File: src/rtl/mux_arb_pkg.sv
// Shared definitions for the two-source round-robin mux arbiter:
// source encodings, default widths and the saturating counter helper.
package mux_arb_pkg;

    localparam logic SRC0 = 1'b0;
    localparam logic SRC1 = 1'b1;

    localparam int DEF_WIDTH = 8;
    localparam int DEF_CNT_W = 8;

    // Increment v, holding at the all-ones value of a w-bit counter.
    function automatic logic [31:0] sat_inc(input logic [31:0] v, input int unsigned w);
        logic [31:0] max_v;
        max_v = (32'd1 << w) - 32'd1;
        if (v == max_v)
            return v;
        return v + 32'd1;
    endfunction

endpackage

File: src/rtl/mux2_bus.sv
// WIDTH-bit 2:1 data select feeding the arbiter output register.
// Purely combinational; no flow control of its own.
module mux2_bus #(
    parameter int WIDTH = 8
) (
    input  logic             sel,
    input  logic [WIDTH-1:0] i0,
    input  logic [WIDTH-1:0] i1,
    output logic [WIDTH-1:0] y
);

    assign y = sel ? i1 : i0;

endmodule

File: src/rtl/mux2_rr_arbiter.sv
// Round-robin arbiter sharing one valid/ready sink between two requesters, with per-source grant counters.
// Latency: 1 cycle (registered output stage), 1 beat/cycle throughput. Optional lock via MUX_ARB_LOCK_EN.
// Backpressure: while the output register is full and not draining, both requester readys are held at 0.
module mux2_rr_arbiter
    import mux_arb_pkg::*;
#(
    parameter int WIDTH = DEF_WIDTH,
    parameter int CNT_W = DEF_CNT_W
) (
    input  logic             clk,
    input  logic             rst,
    input  logic             in0_valid,
    output logic             in0_ready,
    input  logic [WIDTH-1:0] in0_data,
    input  logic             in1_valid,
    output logic             in1_ready,
    input  logic [WIDTH-1:0] in1_data,
`ifdef MUX_ARB_LOCK_EN
    input  logic             in0_lock,
    input  logic             in1_lock,
`endif
    output logic             out_valid,
    input  logic             out_ready,
    output logic [WIDTH-1:0] out_data,
    output logic             out_src,
    output logic [CNT_W-1:0] gnt_cnt0,
    output logic [CNT_W-1:0] gnt_cnt1
);

    logic             prio;
    logic             sel;
    logic             can_load;
    logic             xfer;
    logic [WIDTH-1:0] mux_y;

`ifdef MUX_ARB_LOCK_EN
    logic locked;
    logic owner;
    logic lock_sel;
`endif

    assign can_load = ~out_valid | out_ready;

    always_comb begin
        sel = SRC0;
        if (in0_valid & in1_valid)
            sel = prio;
        else if (in1_valid)
            sel = SRC1;
`ifdef MUX_ARB_LOCK_EN
        // A locked owner keeps the grant even when it is momentarily idle.
        if (locked)
            sel = owner;
`endif
    end

    assign in0_ready = ~rst & can_load & (sel == SRC0) & in0_valid;
    assign in1_ready = ~rst & can_load & (sel == SRC1) & in1_valid;
    assign xfer      = in0_ready | in1_ready;

    mux2_bus #(.WIDTH(WIDTH)) u_mux (
        .sel (sel),
        .i0  (in0_data),
        .i1  (in1_data),
        .y   (mux_y)
    );

    always_ff @(posedge clk or posedge rst) begin
        if (rst) begin
            out_valid <= 1'b0;
            out_data  <= '0;
            out_src   <= SRC0;
            prio      <= SRC0;
            gnt_cnt0  <= '0;
            gnt_cnt1  <= '0;
        end else if (xfer) begin
            out_valid <= 1'b1;
            out_data  <= mux_y;
            out_src   <= sel;
            prio      <= ~sel;
            if (sel == SRC0)
                gnt_cnt0 <= CNT_W'(sat_inc(32'(gnt_cnt0), CNT_W));
            else
                gnt_cnt1 <= CNT_W'(sat_inc(32'(gnt_cnt1), CNT_W));
        end else if (out_ready) begin
            out_valid <= 1'b0;
        end
    end

`ifdef MUX_ARB_LOCK_EN
    assign lock_sel = sel ? in1_lock : in0_lock;

    // While locked only the owner can transfer, so any unlocking beat is the owner's.
    always_ff @(posedge clk or posedge rst) begin
        if (rst) begin
            locked <= 1'b0;
            owner  <= SRC0;
        end else if (xfer) begin
            if (lock_sel) begin
                locked <= 1'b1;
                owner  <= sel;
            end else begin
                locked <= 1'b0;
            end
        end
    end
`endif

endmodule

File: config.mk
export PLATFORM = sky130hd
export DESIGN_NAME = mux2_rr_arbiter
export DESIGN_NICKNAME = d
export VERILOG_FILES = /design/src/rtl/mux_arb_pkg.sv /design/src/rtl/mux2_bus.sv /design/src/rtl/mux2_rr_arbiter.sv
export SDC_FILE = /design/constraint.sdc
export NUM_CORES = 1
export LEC_CHECK = 0
export ABC_AREA = 1
export BUFFER_PORTS_ARGS = -buffer_cell sky130_fd_sc_hd__buf_2
export CAP_MARGIN = 20
export CORE_ASPECT_RATIO = 1.1
export CORE_UTILIZATION = 45
export DETAILED_ROUTE_END_ITERATION = 8
export HOLD_SLACK_MARGIN = 0.12
export PLACE_DENSITY = 0.71
export SLEW_MARGIN = 10
export SYNTH_ARGS = -nofsm -noshare
export SYNTH_HDL_FRONTEND = slang
export SYNTH_SLANG_ARGS = --single-unit
File: constraint.sdc
create_clock -name clk -period 2.8 [get_ports clk]
set_input_delay 0.14 -clock clk [delete_from_list [all_inputs] [get_ports clk]]
set_output_delay 0.14 -clock clk [all_outputs]
set_load 0.05 [all_outputs]
==> results.toml <==
[route]
drc = 1
drtAntennaViolNets = 0
drt-pass1-iter-count = 6
routed_wirelength_um = 3448
routed_wire_length_per_instance_um = 10.29
dr.first_iter.drc_count = 42
via_per_inst = 4.540
num_vias = 1521

[layout]
antenna_cells = 0
fillerInstances = 291
final_layout_size_suffix_gt1_share_pct = 23.00
area_grow_syn2layout_pct = 32.50
final_net_count = 311

[hold_path]
hold_removal_path_class = "input port to flip-flop"

[power]
comb_power_share_pct = 49.0
p_int_w = 0.0007468
netSwitchingFraction_pct = 50.81
static-leakage-power_nw = 1.184
seq_power_share_pct = 39.4
total_switching_power_w = 0.0007715
ir_drop_uv = 400.2
power_density_of_the_placed_cells_nw_per_um2 = 735.0
share_of_total_power_in_the_clock_network_pct = 11.6

[global_routing]
globalRoute.totalOverflow = 0
grt_use_met3_pct = 3.036
grt_pass1_vias = 1447
initial_antenna_violation_count = 0
gr-usage-met2_pct = 36.35
grt_start_max_net_pins = 28
first_pass_grt_wire_length_um = 6147
grt-busiest-layer = "met2"
groute.layer.met1.usage_pct = 26.92
grtUsageTotal_pct = 21.03

[yosys]
synth_top_flop_cell = "dfrtp_1"
post_synth_instance_area_um2 = 1559
async_reset_ff_share_pct = 100.0
yosys.cell_types.count = 22
sequential_to_total_area_share_from_yosys_stat_pct = 43.34
yosysTopAreaCellShare_pct = 43.34
ys_ff_latch = 27
ys_top_cells_by_area = "dfrtp_1 (43%), nand2_1 (29%), nand3_1 (4.5%), inv_1 (3.6%), nor2_1 (2.9%)"
post_synth_most_frequent_cells = "nand2_1 (119), dfrtp_1 (27), inv_1 (15)"
synth_cells = 217
synth_enable_flop_cells = 0
syn_avg_cell_area_um2 = 7.184
mappedNetlistNets = 240
synth.largest_area_cell = "dfrtp_1"
ys_warn_count = 0
post-synth-top-count-cell = "nand2_1"

[cts]
cts.reportedPaths.clkPinSlew_ps = 160
tritoncts.num_buffers = 3
ctsHtreeMaxLevel = 1
tritoncts = "done"
post_cts.resized_instances = 0
root_buffer = "clkbuf_4"
clk_sink_count = 27
max-clock-path-buffers = 2
worstSkewPairLatency_ps = 330

[setup_path]
critical_path.cell_chain = "o21ai_4 -> nor2_1 -> buf_2"
cpPeakStageDelay_ps = 500
crit-reg2reg-launch = "prio$_DFFE_PP0P_"
timing.critical_path.from_type = "flip-flop"
critPathSlowestCell = "dfrtp_1"
worstReg2RegEnd = "out_data[6]$_DFFE_PP0P_"
worstPathArrival_ps = 1530
criticalPathCategory = "flip-flop to output port"
timing.reg2reg.setup_slack_ps = 1160
endpoint_kind = "output port"
worst_ep_required_time_ps = 2660
crit_start = "prio$_DFFE_PP0P_"
cp_max_fo = 9
cp-endpoint = "in1_ready"
r2r_cells = 6

[sta]
grt_setup_unrepaired = "no"
post-route-period-util_pct = 59.73
setup_violations = 0
fin_tns_setup_ps = 0
final_max_slew_viol_count = 0
max_freq_ghz = 0.5979
slew-limit-headroom_pct = 77.68
finalWorstPathRequiredPeriod_ps = 1673
final_report_hold_violation_count = 0
setup_ws_ps = 1127
fin_worst_skew_ps = 13.38
transition_time_at_the_pin_with_the_least_slew_margin_ps = 333.6

[placed_design]
place.gp.congestion = 0.8084
worst_setup_slack_before_clock_tree_synthesis_ps = 1319
post_detail_place_hpwl_um = 2411
buffer_ports.inserted = 48

[die]
floorplan_die_height_um = 63.73
core_um2 = 3331
die_area_um2 = 3704
fp-row-count = 22
initial_core_util_pct = 46.81
chipWidth_um = 58.12
boundaryPins = 49

[run_status]
status = "complete, but fails checks"
violations = "DRC"

[run]
maxCapViolCount = 0
## placed cells by master, fill, tap and decap left out
| cell | instances |
|---|---|
| nand2_1 | 119 |
| buf_2 | 48 |
| dfrtp_1 | 27 |
| dlygate4sd3_1 | 18 |
| inv_1 | 15 |
| nand3_1 | 14 |
| nor2_1 | 12 |
| nand2_2 | 4 |
| o21ai_0 | 4 |
| xor2_1 | 4 |
| clkbuf_4 | 3 |
| nand2_4 | 2 |
| xnor2_1 | 2 |
| nand3b_1 | 2 |
| ha_1 | 2 |
| a21oi_4 | 1 |
| nand3_2 | 1 |
| inv_2 | 1 |
| o21ai_4 | 1 |
| nor2_8 | 1 |
| a21oi_2 | 1 |
| a21oi_1 | 1 |
| nor2_2 | 1 |
| o211ai_1 | 1 |
| clkinvlp_4 | 1 |
| buf_4 | 1 |
## layout make-up
class | count | area (um2) | share of cell area, %
flip-flops and latches | 27 | 675.6 | 32.71
multi-input cells | 173 | 812.0 | 39.31
clock buffers | 3 | 22.52 | 1.090
well taps | 48 | 60.06 | 2.907
clock inverters | 1 | 7.507 | 0.3634
inverters | 16 | 60.06 | 2.907
repair buffers | 67 | 427.9 | 20.71
## power groups by stage
stage               Sequential (W)  Clock [W]  Combinational [W]
finish                    0.000599   0.000176           0.000744
floorplan                 0.000915          0           0.000231
detailed placement        0.000606          0           0.000711
CTS                       0.000600   0.000186           0.000746
global route              0.000621   0.000196           0.000803
global placement          0.000608          0           0.000712
## routing by layer
metal / part of all wire (%) / vias up
li1: - / 810
met1: 46 / 680
met2: 51 / 31
met3: 3.1 / 0
met4: 0 / 0
met5: 0 / -
## through the flow
stage	util [%]	power [W]	hold WS [ps]	instances	cell area, um2
detailed placement	55.71	0.001317	281.9	313	1856
global route	62.02	0.001620	221.1	335	2066
finish	62.02	0.001518	236.6	335	2066
global placement	55.71	0.001319	279.6	313	1856
floorplan	-	0.001146	198.6	217	1559
CTS	62.02	0.001532	220.5	335	2066
## registers in the layout, summed over array words and instances (netlist names)
name	count
gnt_cnt0	8
out_data	8
out_valid	1
prio	1
gnt_cnt1	8
out_src	1
## how the worst min path moves through the flow
stage,start,endpoint,slack [ps],cells after the start
final,in1_valid,out_valid$_DFFE_PP0P_,240,4
after global routing,in1_valid,out_valid$_DFFE_PP0P_,220,4
after CTS,in1_valid,out_valid$_DFFE_PP0P_,220,4
after detailed placement,rst,prio$_DFFE_PP0P_,280,3
after global placement,rst,prio$_DFFE_PP0P_,280,3
after floorplan,rst,gnt_cnt0[0]$_DFFE_PP0P_,200,1
## worst max-delay path, delay by kind of cell, from the launching register on
kind | cells | cell delay, ps
DFF | 1 | 500
buffers and inverters | 1 | 320
and+or+nand+nor | 1 | 250
AOI/OAI and AO/OA | 1 | 140
## kinds of logic after synthesis
| group | after synthesis | share of synthesized area [%] |
|---|---|---|
| compound gates | 9 | 4.736 |
| xor+xnor | 6 | 3.371 |
| fa+ha+maj | 2 | 1.605 |
| buf+inv | 17 | 4.574 |
| flops | 27 | 43.34 |
| simple gates | 156 | 42.38 |
## what timing repair did
| action | CTS | global route |
|---|---|---|
| hold buffers | 18 | 0 |
| endpoints found under the hold margin | 36 | 0 |
| setup buffers | 0 | 0 |
(Power assumes the default switching activity.)
